### src/rtl/regm_pkg.sv
`default_nettype none
// ============================================================================
//  Module      : regm_pkg
//  Description : Shared types and constants for the regm writeback path.
//                Defines register-file geometry, the writeback request
//                payload and a one-hot decode helper for hazard masks.
//  Ports       : none (package)
//  Revision    : 1.0 - initial release
// ============================================================================
package regm_pkg;

    localparam int REG_ADDR_W = 5;
    localparam int REG_DATA_W = 32;
    localparam int NUM_REGS   = 32;

    typedef struct packed {
        logic [REG_ADDR_W-1:0] addr;
        logic [REG_DATA_W-1:0] data;
    } wb_req_t;

    // One-hot decode of a register address into a NUM_REGS-wide mask.
    function automatic logic [NUM_REGS-1:0] reg_onehot(input logic [REG_ADDR_W-1:0] a);
        logic [NUM_REGS-1:0] m;
        m    = '0;
        m[a] = 1'b1;
        return m;
    endfunction

endpackage
`default_nettype wire

### src/rtl/regm_wb_fifo.sv
`default_nettype none
// ============================================================================
//  Module      : regm_wb_fifo
//  Description : Small in-order queue of writeback requests. Besides the
//                usual push/pop/full/empty it exposes every storage slot and
//                a per-slot valid vector so the owner can build a mask of
//                registers with writes still outstanding.
//  Ports       : clk, rst_n       - clock / async active-low reset
//                i_push, i_req    - enqueue request (ignored when full)
//                i_pop            - dequeue head (ignored when empty)
//                o_full, o_empty  - occupancy flags
//                o_head           - oldest entry
//                o_entries        - raw storage slots
//                o_entry_vld      - slot holds a queued request
//  Parameters  : DEPTH - entries, power of two, >= 2
//  Revision    : 1.0 - initial release
// ============================================================================
module regm_wb_fifo
    import regm_pkg::*;
#(
    parameter int DEPTH = 2
) (
    input  logic                clk,
    input  logic                rst_n,
    input  logic                i_push,
    input  wb_req_t             i_req,
    input  logic                i_pop,
    output logic                o_full,
    output logic                o_empty,
    output wb_req_t             o_head,
    output wb_req_t [DEPTH-1:0] o_entries,
    output logic    [DEPTH-1:0] o_entry_vld
);

    localparam int PTR_W = (DEPTH > 1) ? $clog2(DEPTH) : 1;
    localparam int CNT_W = $clog2(DEPTH) + 1;
    localparam logic [CNT_W-1:0] C_FULL_CNT = CNT_W'(DEPTH);

    wb_req_t [DEPTH-1:0] r_mem;
    logic    [PTR_W-1:0] r_wr_ptr;
    logic    [PTR_W-1:0] r_rd_ptr;
    logic    [CNT_W-1:0] r_count;
    logic    [DEPTH-1:0] r_vld;
    logic    [DEPTH-1:0] w_vld_next;
    logic                w_push;
    logic                w_pop;

    assign o_full      = (r_count == C_FULL_CNT);
    assign o_empty     = (r_count == '0);
    assign w_push      = i_push && !o_full;
    assign w_pop       = i_pop && !o_empty;
    assign o_head      = r_mem[r_rd_ptr];
    assign o_entries   = r_mem;
    assign o_entry_vld = r_vld;

    // Slot valid bits track occupancy per slot; a push and a pop in the same
    // cycle always touch different slots because the queue is non-empty.
    always_comb begin
        w_vld_next = r_vld;
        if (w_pop) begin
            w_vld_next[r_rd_ptr] = 1'b0;
        end
        if (w_push) begin
            w_vld_next[r_wr_ptr] = 1'b1;
        end
    end

    always_ff @(posedge clk or negedge rst_n) begin
        if (!rst_n) begin
            r_mem    <= '0;
            r_wr_ptr <= '0;
            r_rd_ptr <= '0;
            r_count  <= '0;
            r_vld    <= '0;
        end else begin
            if (w_push) begin
                r_mem[r_wr_ptr] <= i_req;
                r_wr_ptr        <= r_wr_ptr + PTR_W'(1);
            end
            if (w_pop) begin
                r_rd_ptr <= r_rd_ptr + PTR_W'(1);
            end
            if (w_push && !w_pop) begin
                r_count <= r_count + CNT_W'(1);
            end else if (!w_push && w_pop) begin
                r_count <= r_count - CNT_W'(1);
            end
            r_vld <= w_vld_next;
        end
    end

endmodule
`default_nettype wire

### src/rtl/regm_wb_arbiter.sv
`default_nettype none
// ============================================================================
//  Module      : regm_wb_arbiter
//  Description : Shares the single regm write port between the ALU result
//                (src0) and the load return (src1). Each source feeds its own
//                queue; a round-robin arbiter commits at most one write per
//                cycle onto registered regwrite/wrreg/wrdata. Writes to r0 are
//                consumed without asserting regwrite. pend_mask flags every
//                register with a write queued or on the regm port.
//  Ports       : clk, rst_n                  - clock / async active-low reset
//                sN_valid/ready/addr/data     - source N request handshake
//                regwrite, wrreg, wrdata      - registered regm write port
//                pend_mask                    - outstanding-write mask
//                busy                         - queues or port active
//                read1/2, data1/2, fwd_data1/2- regm read bypass (optional)
//  Config      : REGM_BYPASS_EN - adds the read-port forwarding mux
//  Parameters  : DEPTH - entries per source queue, power of two, >= 2
//  Revision    : 1.0 - initial release
// ============================================================================
module regm_wb_arbiter
    import regm_pkg::*;
#(
    parameter int DEPTH = 2
) (
    input  logic                  clk,
    input  logic                  rst_n,
    input  logic                  s0_valid,
    output logic                  s0_ready,
    input  logic [REG_ADDR_W-1:0] s0_addr,
    input  logic [REG_DATA_W-1:0] s0_data,
    input  logic                  s1_valid,
    output logic                  s1_ready,
    input  logic [REG_ADDR_W-1:0] s1_addr,
    input  logic [REG_DATA_W-1:0] s1_data,
    output logic                  regwrite,
    output logic [REG_ADDR_W-1:0] wrreg,
    output logic [REG_DATA_W-1:0] wrdata,
    output logic [NUM_REGS-1:0]   pend_mask,
    output logic                  busy
`ifdef REGM_BYPASS_EN
    ,
    input  logic [REG_ADDR_W-1:0] read1,
    input  logic [REG_ADDR_W-1:0] read2,
    input  logic [REG_DATA_W-1:0] data1,
    input  logic [REG_DATA_W-1:0] data2,
    output logic [REG_DATA_W-1:0] fwd_data1,
    output logic [REG_DATA_W-1:0] fwd_data2
`endif
);

    localparam int NUM_SRC = 2;

    logic                w_push   [NUM_SRC];
    wb_req_t             w_req_in [NUM_SRC];
    logic                w_pop    [NUM_SRC];
    logic                w_full   [NUM_SRC];
    logic                w_empty  [NUM_SRC];
    wb_req_t             w_head   [NUM_SRC];
    wb_req_t [DEPTH-1:0] w_entries[NUM_SRC];
    logic    [DEPTH-1:0] w_vld    [NUM_SRC];

    logic                  w_grant_vld;
    logic                  w_grant_sel;
    wb_req_t               w_win;
    logic [NUM_REGS-1:0]   w_pend;

    // r_rr names the source that wins the next tie; it flips to the other
    // source after every grant, so saturated sources alternate 0,1,0,1.
    logic                  r_rr;
    logic                  r_regwrite;
    logic [REG_ADDR_W-1:0] r_wrreg;
    logic [REG_DATA_W-1:0] r_wrdata;

    assign w_push[0]   = s0_valid;
    assign w_push[1]   = s1_valid;
    assign w_req_in[0] = '{addr: s0_addr, data: s0_data};
    assign w_req_in[1] = '{addr: s1_addr, data: s1_data};

    generate
        for (genvar gi = 0; gi < NUM_SRC; gi++) begin : g_src
            regm_wb_fifo #(
                .DEPTH (DEPTH)
            ) u_fifo (
                .clk         (clk),
                .rst_n       (rst_n),
                .i_push      (w_push[gi]),
                .i_req       (w_req_in[gi]),
                .i_pop       (w_pop[gi]),
                .o_full      (w_full[gi]),
                .o_empty     (w_empty[gi]),
                .o_head      (w_head[gi]),
                .o_entries   (w_entries[gi]),
                .o_entry_vld (w_vld[gi])
            );
        end
    endgenerate

    // Ready never depends on a same-cycle pop, and is held low in reset.
    assign s0_ready = rst_n && !w_full[0];
    assign s1_ready = rst_n && !w_full[1];

    always_comb begin
        w_grant_vld = !w_empty[0] || !w_empty[1];
        if (!w_empty[0] && !w_empty[1]) begin
            w_grant_sel = r_rr;
        end else begin
            w_grant_sel = w_empty[0];
        end
        w_win    = w_grant_sel ? w_head[1] : w_head[0];
        w_pop[0] = w_grant_vld && !w_grant_sel;
        w_pop[1] = w_grant_vld &&  w_grant_sel;
    end

    always_ff @(posedge clk or negedge rst_n) begin
        if (!rst_n) begin
            r_rr       <= 1'b0;
            r_regwrite <= 1'b0;
            r_wrreg    <= '0;
            r_wrdata   <= '0;
        end else begin
            if (w_grant_vld) begin
                r_rr       <= !w_grant_sel;
                // r0 is hardwired zero: the request is consumed, no write issued.
                r_regwrite <= (w_win.addr != '0);
                r_wrreg    <= w_win.addr;
                r_wrdata   <= w_win.data;
            end else begin
                r_regwrite <= 1'b0;
            end
        end
    end

    always_comb begin
        w_pend = '0;
        for (int s = 0; s < NUM_SRC; s++) begin
            for (int e = 0; e < DEPTH; e++) begin
                if (w_vld[s][e]) begin
                    w_pend = w_pend | reg_onehot(w_entries[s][e].addr);
                end
            end
        end
        if (r_regwrite) begin
            w_pend = w_pend | reg_onehot(r_wrreg);
        end
        w_pend[0] = 1'b0;
    end

    assign regwrite  = r_regwrite;
    assign wrreg     = r_wrreg;
    assign wrdata    = r_wrdata;
    assign pend_mask = w_pend;
    assign busy      = !w_empty[0] || !w_empty[1] || r_regwrite;

`ifdef REGM_BYPASS_EN
    // The value on the write port lands in regm at the next edge; forward it
    // so a same-cycle decode read sees the new value.
    assign fwd_data1 = (r_regwrite && (r_wrreg == read1) && (read1 != '0)) ? r_wrdata : data1;
    assign fwd_data2 = (r_regwrite && (r_wrreg == read2) && (read2 != '0)) ? r_wrdata : data2;
`endif

endmodule
`default_nettype wire

### config.mk
export PLATFORM = sky130hd
export DESIGN_NAME = regm_wb_arbiter
export DESIGN_NICKNAME = d
export VERILOG_FILES = /design/src/rtl/regm_pkg.sv /design/src/rtl/regm_wb_fifo.sv /design/src/rtl/regm_wb_arbiter.sv
export SDC_FILE = /design/constraint.sdc
export NUM_CORES = 1
export LEC_CHECK = 0
export CAP_MARGIN = 5
export CORE_ASPECT_RATIO = 1.4
export CORE_MARGIN = 2
export CORE_UTILIZATION = 55
export DETAILED_ROUTE_END_ITERATION = 10
export GPL_TIMING_DRIVEN = 1
export PLACE_DENSITY = 0.82
export SLEW_MARGIN = 40
export SYNTH_ARGS = -nofsm -noshare
export SYNTH_HDL_FRONTEND = slang
export SYNTH_HIERARCHICAL = 1
export SYNTH_SLANG_ARGS = --single-unit
### constraint.sdc
create_clock -name clk -period 4.4 [get_ports clk]
set_clock_uncertainty 0.1 [all_clocks]
set_input_delay 0.88 -clock clk [delete_from_list [all_inputs] [get_ports clk]]
set_output_delay 0.88 -clock clk [all_outputs]
set_load 0.01 [all_outputs]
==> summary.md <==
| Metric | Value |
|---|---|
| Gate count of the mapped netlist | 815 |
| Net count after synthesis | 895 |
| Static Leak | 5.21 nW |
| Worst reg2reg setup slack | 1390 ps |
| Net switching power | 3.85 mW |
| Area enclosed by the die boundary | 20,200 µm² |
| CTS tree | done |
| Count of different cell masters after synthesis | 57 |
| Depth of the critical timing path with buffers and inverters included | 4 |
| Proportion of power drawn by flip-flops and latches | 37.6% |
| Post-layout utilization of the core | 67.4% |
| Logic pwr share | 47.5% |
| Avg WL per Cell | 22.0 µm |
| Number of endpoints with negative hold slack in the final report | 0 |
| CP Capture Type | primary output |
| Cell type contributing the most total cell area after synthesis | sky130_fd_sc_hd__dfrtp_1 |
| Global-route wire length before repair | 41,400 µm |
| Required time worst endpoint | 3420 ps |
| Mapped cell area | 10,500 µm² |
| Core Area | 18,600 µm² |
| Total grt overflow | 0 |
| DP HPWL | 17,900 µm |
| Antenna violations before repair | 1 |
| GP Congestion | 0.999 |
| Worst skew pair latency | 430 ps |
| Number of iterations in the first detailed-routing pass | 7 |
| Worst reg2reg path depth | 10 |
| Relative max-transition margin | 48.0% |
| Post-synthesis sequential element count | 199 |
| Effective utilization at floorplan | 56.2% |
| Crit Reg-Reg Startpoint | g_src[0].u_fifo/r_count[1] |
| Post-cts resize count | 0 |
| Global router's overall resource usage | 26.4% |
| Cell-internal power | 6.41 mW |
| Run status | completed |
| Achievable Freq | 0.285 GHz |
| Switching power as a share of total power | 37.5% |
| Worst IR drop on VDD | 0.397 mV |
| Highest-delay cell along the critical path | sky130_fd_sc_hd__nor4b_1 |
| Number of nets in the final layout | 1,023 |
| Vias in the first global route | 7,696 |
| CTS sink count | 199 |
| Syn-to-layout area delta | 19.9% |
| Number of clock buffers inserted by TritonCTS | 17 |
| Power share of the clock group | 14.9% |
| Total power density per cell area | 819 nW/µm² |
| Cell type group with the largest total delay on the critical path | simple AND/OR/NAND/NOR gates |
| Delay of the slowest cell on the worst path | 720 ps |
| Register area share after synthesis | 47.6% |
| Final-report max-slew violation count | 0 |
| Synth Warn # | 6 |
| Capture point of the worst path | pend_mask[3] |
| Vias per inst | 6.26 |
| Arrival time of data at the critical path endpoint | 2530 ps |
| Max H-tree Level | 4 |
| Path class of the lowest-slack min-delay path | primary input to asynchronous set/reset pin |
| Total routed wirelength | 26,400 µm |
| Actual slew at the worst max-slew pin | 769 ps |
| Final critical delay including setup and external delays | 3510 ps |
| Unrepaired setup endpoints after global routing | false |
| Worst-path fanout max | 10 |
| Setup-failing EPs final | 0 |
| Site row count | 59 |
| I/O pin count | 151 |
| Critical Path Start | g_src[0].u_fifo/o_entries[73] |
| Setup crit start kind | flop |
| Critical setup path kind | flop to primary output |
| Vertical extent of the die | 167 µm |
| Fraction of layout cells with a size suffix above 1 | 29.5% |
| Clock slew at reported path FFs | 80 ps |
| Fraction of synthesized cell area taken by the top area cell type | 47.6% |
| ANT nets after route | 0 |
| Average cell area after synthesis | 12.8 µm² |
| Horizontal die dimension | 121 µm |
| Setup Total Neg Slack | 0 ps |
| Port buffer count | 149 |
| Vias after detailed routing | 7,508 |
| Maximum number of pins on one net before global-route repair | 79 |
| Violation count after the first detailed-routing iteration | 619 |
| Clk Tree Root Cell | sky130_fd_sc_hd__clkbuf_16 |
| Hold-fix buffers, CTS | 0 |
| DRC violation count after routing | 0 |
| Critical path cell sequence | nor4b_1, a32oi_1, nand4_1, clkdlybuf4s50_1 |
| Cells taking the most area after synthesis | sky130_fd_sc_hd__dfrtp_1 48%, sky130_fd_sc_hd__mux2_2 19%, sky130_fd_sc_hd__mux2_4 5.5%, sky130_fd_sc_hd__a221o_1 3.1%, sky130_fd_sc_hd__and3_1 1.8% |
| Buffer depth of the longest clock path | 2 |
| Sum of buffers and inverters on the critical path | 1 |
| Maxcap violations | 0 |
| R2R Path End | g_src[1].u_fifo/r_count[1] |
| Post-CTS Setup Repair Bufs | 0 |
| Portion of the clock cycle consumed by the worst path in the final layout | 79.7% |
metal layers:
layer  vias up  GRT usage (%)  part of all wire (%)
li1       3358              -                     -
met1      3792           32.1                    40
met2       290           45.6                    51
met3        68           3.88                   4.7
met4         0           12.9                   4.0
met5         -              0                     0
state kept, by name, summed over array words and instances (netlist names), 2 cells and up:
| name | cells |
|---|---|
| wrdata | 32 |
| g_src.u_fifo/o_entries | 148 |
| g_src.u_fifo/r_wr_ptr | 2 |
| g_src.u_fifo/r_count | 4 |
| g_src.u_fifo/r_rd_ptr | 2 |
| g_src.u_fifo/o_entry_vld | 4 |
| wrreg | 5 |
worst min path at each step:
stage	cells after the start	start	endpoint	slack, ps
floorplan	1	g_src[0].u_fifo/o_entries[10]	g_src[0].u_fifo/o_entries[10]	350
global placement	1	g_src[0].u_fifo/o_entries[9]	g_src[0].u_fifo/o_entries[9]	370
detailed placement	1	g_src[1].u_fifo/o_entries[9]	g_src[1].u_fifo/o_entries[9]	370
CTS	1	rst_n	g_src[0].u_fifo/o_entries[44]	290
global route	1	rst_n	g_src[0].u_fifo/o_entries[44]	310
finish	1	rst_n	g_src[0].u_fifo/o_entries[43]	290
placed cells by master (no fill, tap or decap), types with 17 or more instances in the layout:
cell type                         instances
sky130_fd_sc_hd__mux2_4                  38
sky130_fd_sc_hd__dfrtp_1                197
sky130_fd_sc_hd__o22ai_1                 20
sky130_fd_sc_hd__nand2b_1                21
sky130_fd_sc_hd__a22oi_1                 21
sky130_fd_sc_hd__nand4_1                 19
sky130_fd_sc_hd__clkdlybuf4s50_1        148
sky130_fd_sc_hd__and3_1                  30
sky130_fd_sc_hd__nor2_1                  25
sky130_fd_sc_hd__nand3_1                 23
sky130_fd_sc_hd__clkbuf_16               17
sky130_fd_sc_hd__a221o_1                 32
sky130_fd_sc_hd__mux2_2                 180
cells in the mapped netlist (all sizes together):
master         n
a2bb2oi        8
buf           37
xor2           6
or2            4
xnor2          4
nand2b        23
o22a           1
a32oi          3
o32a           2
dfrtp        199
or3           13
o21ai         14
mux2         222
o311a          1
o22ai         20
ha             2
conb           1
clkbuf         6
bufinv         1
and3          34
inv            4
a221o         32
dlygate4sd1    3
nor4b          4
o211ai         1
a22oi         21
and4bb        14
nor2b         16
a21boi         1
nor2          30
o21a           1
and2           5
nand4         19
nand3         23
and4           1
nor3           2
nand2         16
nand4b        16
a31oi          5
final cells by class:
type                            count  area (µm²)
Inverter                            5        32.5
Clock inverter                     14         155
Tap cell                          244         305
Clock buffer                       17         425
Timing Repair Buffer              155        1550
Antenna cell                        1        2.50
Sequential cell                   199        4990
Multi-Input combinational cell    565        5080
Fill cell                        1387        6060
power by group through the flow:
stage / Clock (mW) / Combinational (mW) / Sequential [mW]
2_1_floorplan: 0 / 3.70 / 3.40
3_3_place_gp: 0 / 4.79 / 3.79
3_5_place_dp: 0 / 4.86 / 3.84
4_1_cts: 1.56 / 4.89 / 3.82
5_1_grt: 1.64 / 5.22 / 3.98
6_report: 1.53 / 4.88 / 3.86
through the flow:
stage	cells	power [mW]	hold WS (ps)	area, µm²	setup slack (ps)
2_1_floorplan	815	7.11	354	10500	2190
3_3_place_gp	1168	8.58	366	11900	1250
3_5_place_dp	1168	8.70	373	12000	1240
4_1_cts	1199	10.3	289	12500	965
5_1_grt	1199	10.8	305	12500	825
6_report	1200	10.3	292	12500	894
cell families (layout without fill, tap and decap cells):
logic type,after synthesis,count (layout),share of synthesized area [%]
other,1,2,0.0359
flip-flops,199,199,47.6
AND/OR/NAND/NOR,220,220,13.8
adder cells (fa/ha/maj),2,2,0.239
multiplexers,222,222,25.3
AO/OA/AOI/OAI,110,110,8.35
XOR/XNOR,10,10,0.837
buffers and inverters,51,191,3.88
(Power assumes the default switching activity.)
